$ cat config.mk
export PLATFORM = sky130hd
export DESIGN_NAME = mux_seq
export DESIGN_NICKNAME = d
export VERILOG_FILES = /design/src/rtl/mux_seq.sv
export SDC_FILE = /design/constraint.sdc
export NUM_CORES = 1
export LEC_CHECK = 0
export ABC_AREA = 1
export ABC_CLOCK_PERIOD_IN_PS = 4700
export BUFFER_PORTS_ARGS = -buffer_cell sky130_fd_sc_hd__buf_2
export CAP_MARGIN = 20
export CORE_ASPECT_RATIO = 0.9
export CORE_MARGIN = 3
export CORE_UTILIZATION = 47
export DETAILED_ROUTE_END_ITERATION = 8
export MAX_ROUTING_LAYER = met4
export PLACE_DENSITY = 0.79
export SYNTH_ARGS = -nofsm -noshare
export SYNTH_HDL_FRONTEND = slang
export SYNTH_SLANG_ARGS = --single-unit
export TNS_END_PERCENT = 10
$ cat constraint.sdc
create_clock -name clk -period 4.7 [get_ports clk]
set_input_delay 0.94 -clock clk [delete_from_list [all_inputs] [get_ports clk]]
set_output_delay 0.94 -clock clk [all_outputs]
set_load 0.05 [all_outputs]
$ cat src/rtl/mux_seq.sv
// Registered channel multiplexer with a valid/ready output stage.
// Channels are picked either by an explicit select or by a round-robin scan over a channel mask.
module mux_seq #(
    parameter int N  = 16,
    parameter int W  = 8,
    parameter int SW = 4
) (
    input  logic            clk,
    input  logic            rst,
    input  logic [N*W-1:0]  in,
    input  logic            en,
    input  logic            mode,
    input  logic [SW-1:0]   sel,
    input  logic [N-1:0]    ch_mask,
    output logic [W-1:0]    y,
    output logic [SW-1:0]   y_ch,
    output logic            y_err,
    output logic            y_valid,
    input  logic            y_ready
);

    typedef enum logic [0:0] {
        ST_IDLE = 1'b0,
        ST_HOLD = 1'b1
    } state_t;

    state_t          state_q, state_d;
    logic [W-1:0]    y_q, y_d;
    logic [SW-1:0]   y_ch_q, y_ch_d;
    logic            y_err_q, y_err_d;
    logic [SW-1:0]   ptr_q, ptr_d;

    logic            cap_opp_s;
    logic            man_in_range_s;
    logic [W-1:0]    man_data_s;
    logic            auto_found_s;
    logic [2*N-1:0]  mask_dbl_s;
    logic [N-1:0]    mask_rot_s;
    logic [SW-1:0]   auto_off_s;
    logic [SW:0]     auto_sum_s;
    logic [SW-1:0]   auto_ch_s;
    logic [W-1:0]    auto_data_s;
    logic [SW-1:0]   ptr_next_s;

    // An index that matches no channel yields all zeros, which is the out-of-range data value.
    function automatic logic [W-1:0] pick_ch(input logic [N*W-1:0] bus, input logic [SW-1:0] idx);
        logic [W-1:0] acc;
        acc = '0;
        for (int c = 0; c < N; c++) begin
            acc = acc | ((idx == SW'(c)) ? bus[c*W +: W] : {W{1'b0}});
        end
        return acc;
    endfunction

    // Select index compared against every legal channel number.
    function automatic logic idx_in_range(input logic [SW-1:0] idx);
        logic hit;
        hit = 1'b0;
        for (int c = 0; c < N; c++) begin
            hit = hit | (idx == SW'(c));
        end
        return hit;
    endfunction

    // Manual-select path.
    always_comb begin
        man_in_range_s = idx_in_range(sel);
        man_data_s     = pick_ch(in, sel);
    end

    // Round-robin search: rotate the mask so bit 0 is the channel at ptr, then take the lowest set bit.
    always_comb begin
        auto_found_s = |ch_mask;
        mask_dbl_s   = {ch_mask, ch_mask} >> ptr_q;
        mask_rot_s   = mask_dbl_s[N-1:0];
        auto_off_s   = '0;
        for (int i = N - 1; i >= 0; i--) begin
            auto_off_s = mask_rot_s[i] ? SW'(i) : auto_off_s;
        end
        auto_sum_s = {1'b0, ptr_q} + {1'b0, auto_off_s};
        if (auto_sum_s >= (SW+1)'(N)) begin
            auto_sum_s = auto_sum_s - (SW+1)'(N);
        end else begin
            auto_sum_s = auto_sum_s;
        end
        auto_ch_s   = auto_sum_s[SW-1:0];
        auto_data_s = pick_ch(in, auto_ch_s);
        if (auto_ch_s == SW'(N - 1)) begin
            ptr_next_s = '0;
        end else begin
            ptr_next_s = auto_ch_s + SW'(1);
        end
    end

    // Capture opportunity: always in IDLE, in HOLD only when the held sample is accepted.
    always_comb begin
        case (state_q)
            ST_IDLE: cap_opp_s = 1'b1;
            ST_HOLD: cap_opp_s = y_ready;
            default: cap_opp_s = 1'b1;
        endcase
    end

    // Next-state and output-register update.
    always_comb begin
        state_d = state_q;
        y_d     = y_q;
        y_ch_d  = y_ch_q;
        y_err_d = y_err_q;
        ptr_d   = ptr_q;
        if (cap_opp_s) begin
            if (en && (!mode || auto_found_s)) begin
                state_d = ST_HOLD;
                if (mode) begin
                    y_d     = auto_data_s;
                    y_ch_d  = auto_ch_s;
                    y_err_d = 1'b0;
                    ptr_d   = ptr_next_s;
                end else begin
                    y_d     = man_data_s;
                    y_ch_d  = sel;
                    y_err_d = !man_in_range_s;
                end
            end else begin
                state_d = ST_IDLE;
            end
        end else begin
            state_d = state_q;
        end
    end

    // State and output registers with synchronous reset.
    always_ff @(posedge clk) begin
        if (rst) begin
            state_q <= ST_IDLE;
            y_q     <= '0;
            y_ch_q  <= '0;
            y_err_q <= 1'b0;
            ptr_q   <= '0;
        end else begin
            state_q <= state_d;
            y_q     <= y_d;
            y_ch_q  <= y_ch_d;
            y_err_q <= y_err_d;
            ptr_q   <= ptr_d;
        end
    end

    assign y       = y_q;
    assign y_ch    = y_ch_q;
    assign y_err   = y_err_q;
    assign y_valid = (state_q == ST_HOLD);

endmodule

==> results.toml, run 1 <==
[status]
status = "finished clean"

[drt]
viasPerCell = 5.83
drtAntennaViolNets = 0
vias = 6713
wl_mm = 20.0
drtIter0Drc = 844
routedWlPerCell_um = 17.4
remaining_drc_errors = 0
drtPass1Iterations = 5

[pwr]
power_mw = 2.46
leakagePower_nw = 3.16
cellPowerDensity_nw_per_um2 = 424
p_comb_share_pct = 86.2
p_seq_share_pct = 8.3
clockPowerShare_pct = 5.5
power_switching_mw = 1.49
p_sw_share_pct = 60.6
ir_drop_mv = 0.327
p_int_uw = 971

[floorplan]
die_w_um = 111
io_pins = 167
start_util_pct = 49.8
die_area_sq_um = 11200
fp.coreArea_sq_um = 9370
rows = 33
die_h_um = 101

[setup_path]
startpoint_type = "primary input"
cp_common_cell = "nand2_1"
regToRegSetupSlack_ps = 480
cpPeakStageDelay_ps = 410
worstPathRequired_ps = 4890
r2r_end = "y[3]"
crit_slowest_cell = "fa_2"
crit_arrival_ps = 4530
end_kind = "register"
rr_worst_depth = 30
worst-path-max-fanout = 8
r2r_start = "ptr_q[0]"
crit_type = "primary input to register"

[cts]
root_buffer = "clkbuf_8"
cts.path.max_buffers = 2
clk_pin_slew_ps = 70
cts_tree = "done"
clk_latency_ps = 270
htreeDepth = 1
cts_inserted_buffers = 3
cts.sink_count = 18

[finish]
layout.nets = 1192
area_growth_pct = 24.2
fill_cells = 971
multiInputGateArea_sq_um = 3620
utilization_pct = 61.9
drive_gt1_share_pct = 26.2
diodes = 0
register_area_sq_um = 360
fin_cells = 1152
stdcell_area_sq_um = 5800

[global_route]
grt_max_degree = 61
grtUsageMet2_pct = 55.9
top_usage_layer = "met2"
antenna_found_initial = 0
grt_usage_pct = 34.6
globalRouteMet1Util_pct = 44.4
use_met3_pct = 6.90
gr-total-overflow = 0
grt_pass1_wl_mm = 30.8
grt_pass1_vias = 6254

[yosys]
synth_most_common_cell = "nand2_1"
synthCells = 871
syn_area_sq_um = 4670
synthTopCellsByArea = "nand2_1 (15%), nor2_1 (13%), inv_1 (11%)"
seq_area_frac_synth_pct = 7.71
ys_top_cells_by_count = "nand2_1 (191), nor2_1 (168), inv_1 (140)"
ys.flop_type = "dfxtp_1"
synth.avg_cell_area_sq_um = 5.36
synth.top_cell.area_share_pct = 15.3
ys_ff_latch = 18
synth-edff-count = 0
ys_types = 50
async_reset_ff_share_pct = 0
yosysWarnings = 0
syn_nets = 1032
synth_area_leader_cell = "nand2_1"

[hold_path]
whs_path_depth = 2
min_path_type = "register to register"
hold_end = "y[5]"
hp-start = "y[5]"

[sta]
fin_worst_skew_ps = 13.1
fin_crit_sh_pct = 92.3
post-route-min-period_ps = 4340
max-slew-margin-rel_pct = 40.7
maxSlewViolCount = 0
setup_ws_ps = 362
grt_setup_unrepaired = "false"
setup_viol = 0
tightestPinTransition_ps = 867
finalHoldViolations = 0
fmax_ghz = 0.231

[placed_design]
io_buffer_count = 166
pre_cts_slack_ps = -113
dp.cells = 1145
hpwl_mm = 16.0
gp_congestion = 1.03
place_area_sq_um = 5610

[flow_run]
cap_violations = 0
==> layout make-up <==
type / instances / share of cell area [%]
clock buffer: 4 / 0.948
inverter: 151 / 9.83
multi-input combinational: 666 / 62.4
sequential: 18 / 6.21
tap: 122 / 2.63
timing repair buffer: 191 / 18.0
==> flip-flops by register name (all words and copies together) (netlist names) <==
name,cells
y_valid,1
ptr_q,4
y_err,1
y,8
y_ch,4
==> per-stage QoR <==
stage	hold WS [ps]	setup TNS (ps)
detailed placement	454	-300
floorplan	689	0
CTS	467	0
finish	468	0
global route	493	0
global placement	448	0
==> critical path, delay by kind of cell <==
family,cells,cell delay (ps)
compound gates,6,730
xor+xnor,1,340
fa+ha+maj,2,610
buf+inv,2,370
simple gates,18,1540
==> power groups by stage <==
stage          clock network [mW]  logic (mW)  registers, mW
4_1_cts                     0.138        1.95          0.203
6_report                    0.136        2.12          0.204
3_5_place_dp                    0        1.94          0.206
5_1_grt                     0.141        2.31          0.207
3_3_place_gp                    0        1.92          0.206
2_1_floorplan                   0        1.34          0.275
==> cell usage in the layout, fill, tap and decap left out, drive strengths merged, types with 7 or more instances in the layout <==
cell	n
nand2	210
inv	149
nand4	58
o22ai	24
dfxtp	18
nand3	96
a311oi	8
ha	7
a21oi	21
o21ai	17
nor2	175
buf	191
==> worst max path at each step <==
stage,startpoint,to,slack (ps),depth (start not counted)
2_1_floorplan,ch_mask[10],y[6],260,29
3_3_place_gp,ch_mask[10],y[6],90,30
3_5_place_dp,ch_mask[10],y[6],-110,30
4_1_cts,ch_mask[10],y[6],150,30
5_1_grt,ch_mask[3],y[4],8,31
6_report,ch_mask[10],y[4],360,29
==> metal layers <==
layer | up-vias | wire [um]
met2 | 469 | 8910
li1 | 3206 | -
met3 | 69 | 2610
met1 | 2969 | 7910
met4 | 0 | 569
met5 | - | 0
==> cells by family after synthesis <==
kind of cell / Yosys count / share of synthesized area [%]
compound gates: 109 / 16.3
xor+xnor: 3 / 0.563
fa+ha+maj: 8 / 2.30
buf+inv: 188 / 17.4
flops: 18 / 7.71
simple gates: 545 / 55.7
==> repair_timing <==
item | 4_1_cts | 5_1_grt
setup buffers | 0 | 2
endpoints found under the setup margin | 0 | 8
hold buffers | 0 | 0
gates resized for setup | 0 | 22
Note: power is estimated with default switching activity, not from simulation.
==> run 2: changes to the inputs <==
--- a/config.mk
+++ b/config.mk
@@ -14,7 +14,7 @@
 export CORE_UTILIZATION = 47
 export DETAILED_ROUTE_END_ITERATION = 8
 export MAX_ROUTING_LAYER = met4
-export PLACE_DENSITY = 0.79
+export PLACE_DENSITY = 0.88
 export SYNTH_ARGS = -nofsm -noshare
 export SYNTH_HDL_FRONTEND = slang
 export SYNTH_SLANG_ARGS = --single-unit
==> results.toml, run 2 (synthesis gave the netlist of run 1 again) <==
[finish]
largest_register_ffs = 8
area_growth_pct = 25.3
fin_cells = 1155
stdcell_area_sq_um = 5850
utilization_pct = 62.4
multiInputGateArea_sq_um = 3660
layout_common_cells = "nand2_1 (191), nor2_1 (167), buf_2 (166), inv_1 (140), nand3_1 (78)"
layout.nets = 1195
fill_cells = 942
mostFrequentLayoutCell = "nand2_1"
register_area_sq_um = 360
diodes = 0
drive_gt1_share_pct = 26.4

[global_route]
grt_usage_pct = 33.2
antenna_found_initial = 0
grt_pass1_wl_mm = 29.8
globalRouteMet1Util_pct = 44.2
grt_max_degree = 61
grtUsageMet2_pct = 53.5
use_met3_pct = 4.56
gr-total-overflow = 0
grt_pass1_vias = 6053
top_usage_layer = "met2"

[cts]
cts_inserted_buffers = 3
cts_hold_buf = 0
cts.sink_count = 18
clk_latency_ps = 250
cts_tree = "done"
clk_pin_slew_ps = 60
cts.path.max_buffers = 2
root_buffer = "clkbuf_8"
htreeDepth = 1

[sta]
tightestPinTransition_ps = 855
fmax_ghz = 0.230
maxSlewViolCount = 0
max-slew-margin-rel_pct = 41.5
setup_ws_ps = 351
finalHoldViolations = 0
fin_crit_sh_pct = 92.5
hold_slack_ps = 460
post-route-min-period_ps = 4350
fin_worst_skew_ps = 9.57
tns_ps = 0
setup_viol = 0

[setup_path]
crit_slowest_cell = "nand3_4"
cp_common_cell = "nand2_1"
crit_arrival_ps = 4530
crit_type = "primary input to register"
cpPeakStageDelay_ps = 240
worstPathRequired_ps = 4880
startpoint_type = "primary input"
worst-path-max-fanout = 8
end_kind = "register"

[drt]
drtPass1Iterations = 7
vias = 6791
wl_mm = 19.5
routedWlPerCell_um = 16.9
drtAntennaViolNets = 0
viasPerCell = 5.88
remaining_drc_errors = 0
drtIter0Drc = 892

[pwr]
power_mw = 2.52
leakagePower_nw = 3.17
cellPowerDensity_nw_per_um2 = 431
ir_drop_mv = 0.243

[floorplan]
rows = 33
die_w_um = 111
die_h_um = 101
die_area_sq_um = 11200
io_pins = 167
start_util_pct = 49.8
fp.coreArea_sq_um = 9370

[placed_design]
io_buffer_count = 166
gp_congestion = 1.06
dp.cells = 1147
pre_cts_slack_ps = 34.3
hpwl_mm = 15.6
place_area_sq_um = 5610

[status]
status = "finished clean"

[flow_run]
cap_violations = 0

[hold_path]
min_path_type = "register to register"
==> run 2: layout make-up <==
cell class                 count  area share (%)
clock buffer                   4           0.941
inverter                     151            9.75
timing repair buffer         194            18.0
tap                          122            2.61
sequential                    18            6.16
multi-input combinational    666            62.5
==> run 2: what timing repair did <==
action                     4_1_cts  5_1_grt
resized for setup                0       20
buffers inserted                 0        3
setup endpoints to repair        0        8
==> run 2: routing by layer <==
| layer | vias up | share of wire [%] |
|---|---|---|
| met1 | 2980 | 39 |
| met5 | - | 0 |
| li1 | 3205 | - |
| met3 | 85 | 13 |
| met4 | 0 | 3.0 |
| met2 | 521 | 44 |
==> run 2: where the power goes <==
part           internal [mW]  total (mW)  switching [mW]
clock                 0.0744       0.127          0.0524
combinational          0.757        2.19            1.43
sequential             0.181       0.207          0.0261
==> run 2: worst max-delay path, delay by kind of cell <==
family	cells	cell delay [ps]
AOI/OAI and AO/OA	5	530
adders and majority gates	1	230
buffers and inverters	4	440
and+or+nand+nor	22	2150
xor gates and xnor gates	1	220
==> run 2: worst paths after layout <==
check | from | endpoint | slack [ps] | cells after the start
min reg2reg | y_err | y_err | 460 | 2
max reg2reg | ptr_q[0] | y[1] | 450 | 31
min | y_err | y_err | 460 | 2
max | ch_mask[13] | y[0] | 350 | 33
==> run 3: changes to the inputs <==
--- a/config.mk
+++ b/config.mk
@@ -7,12 +7,12 @@
 export LEC_CHECK = 0
 export ABC_AREA = 1
 export ABC_CLOCK_PERIOD_IN_PS = 4700
-export BUFFER_PORTS_ARGS = -buffer_cell sky130_fd_sc_hd__buf_2
 export CAP_MARGIN = 20
 export CORE_ASPECT_RATIO = 0.9
 export CORE_MARGIN = 3
-export CORE_UTILIZATION = 47
+export CORE_UTILIZATION = 60
 export DETAILED_ROUTE_END_ITERATION = 8
+export DONT_BUFFER_PORTS = 1
 export MAX_ROUTING_LAYER = met4
 export PLACE_DENSITY = 0.88
 export SYNTH_ARGS = -nofsm -noshare
==> results.toml, run 3 (synthesis gave the netlist of run 1 again) <==
[drt]
vias = 6086
drtIter0Drc = 901
viasPerCell = 6.41
routedWlPerCell_um = 18.3
drtAntennaViolNets = 0
remaining_drc_errors = 0
wl_mm = 17.3
drtPass1Iterations = 7

[cts]
cts_inserted_buffers = 3
cts_setup_buffers = 0
cts_tree = "done"
htreeDepth = 1
root_buffer = "clkbuf_8"
cts.sink_count = 18
clk_pin_slew_ps = 70
clk_latency_ps = 260
cts.path.max_buffers = 2

[placed_design]
io_buffer_count = 0
place_area_sq_um = 4710
gp_congestion = 1.11
hpwl_mm = 14.0

[flow_run]
cap_violations = 0

[pwr]
power_mw = 2.22
cellPowerDensity_nw_per_um2 = 466
leakagePower_nw = 2.48
ir_drop_mv = 0.406

[setup_path]
worst-path-max-fanout = 16
end_kind = "register"
cp_common_cell = "nand2_1"
r2r_start = "ptr_q[0]"
rr_worst_depth = 30
critical_path.startpoint = "ptr_q[0]"
critical_path.endpoint = "y[5]"
worstPathRequired_ps = 4890
startpoint_type = "register"
crit_slowest_cell = "fa_1"
regToRegSetupSlack_ps = 440
crit_arrival_ps = 4450
crit_type = "register to register"
cpPeakStageDelay_ps = 480
r2r_end = "y[5]"

[sta]
maxSlewViolCount = 0
tightestPinTransition_ps = 888
fmax_ghz = 0.235
post-route-min-period_ps = 4260
setup_viol = 0
grt_setup_unrepaired = "false"
finalHoldViolations = 0
fin_crit_sh_pct = 90.7
fin_worst_skew_ps = 1.13
max-slew-margin-rel_pct = 40.6
tns_ps = 0

[finish]
layout_common_cells = "nand2_1 (191), nor2_1 (167), inv_1 (140), nand3_1 (78), nand4_1 (51)"
largest_register_ffs = 8
layout.nets = 1019
diodes = 0
drive_gt1_share_pct = 10.6
stdcell_area_sq_um = 4770
mostFrequentLayoutCell = "nand2_1"
fill_cells = 708
area_growth_pct = 2.01

[global_route]
grt_pass1_wl_mm = 26.8
grt_pass1_vias = 5489
gr-total-overflow = 0
antenna_found_initial = 0
grt_max_degree = 61
grt_usage_pct = 37.6

[hold_path]
whs_path_depth = 2
min_path_type = "register to register"

[floorplan]
fp.coreArea_sq_um = 7290
die_area_sq_um = 8880
rows = 29
die_w_um = 99.0
die_h_um = 89.7
start_util_pct = 64.1
io_pins = 167

[status]
status = "finished clean"
[run 3: timing repair]
item,in CTS,in global routing
hold buffers,0,0
endpoints found under the setup margin,0,1
resized for setup,0,1
[run 3: worst max-delay path, delay by kind of cell, from the launching register on]
| family | cells | cell delay, ps |
|---|---|---|
| fa+ha+maj | 2 | 690 |
| xor+xnor | 1 | 230 |
| buf+inv | 3 | 510 |
| simple gates | 19 | 1770 |
| compound gates | 5 | 510 |
| flops | 1 | 440 |
[run 3: layout make-up]
| cell class | count | area, sq um | area share, % |
|---|---|---|---|
| timing repair buffer | 19 | 143 | 2.99 |
| tap | 93 | 116 | 2.44 |
| sequential | 18 | 360 | 7.56 |
| multi-input combinational | 665 | 3520 | 73.9 |
| inverter | 151 | 571 | 12.0 |
| clock buffer | 4 | 55.1 | 1.16 |
[run 3: worst min path at each step]
| stage | startpoint | endpoint | slack (ps) |
|---|---|---|---|
| after floorplan | y_err | y_err | 690 |
| after global placement | ptr_q[0] | ptr_q[0] | 550 |
| after detailed placement | ptr_q[0] | ptr_q[0] | 540 |
| after CTS | ptr_q[0] | ptr_q[0] | 550 |
| after global routing | ptr_q[0] | ptr_q[0] | 620 |
| final | ptr_q[0] | ptr_q[0] | 560 |
[run 3: power breakdown]
part / internal, mW / switching (mW)
Sequential: 0.181 / 0.107
Combinational: 0.593 / 1.21
Clock: 0.0747 / 0.0548
[run 3: layer usage]
layer  part of all wire [%]  vias to the layer above  track usage (%)
li1                       -                     2853                -
met1                     38                     2648             51.4
met2                     41                      492             53.0
met3                     17                       93             11.2
met4                    3.8                        0             11.9
met5                      0                        -                -
[run 3: per-stage QoR]
step / util, % / cells / hold slack (ps) / worst slack [ps]
5_1_grt: 65.3 / 950 / 624 / 2.83
3_3_place_gp: 64.6 / 946 / 549 / 269
6_report: 65.3 / 950 / 557 / 438
3_5_place_dp: 64.6 / 946 / 543 / 175
2_1_floorplan: - / 871 / 689 / 259
4_1_cts: 65.3 / 950 / 554 / 437
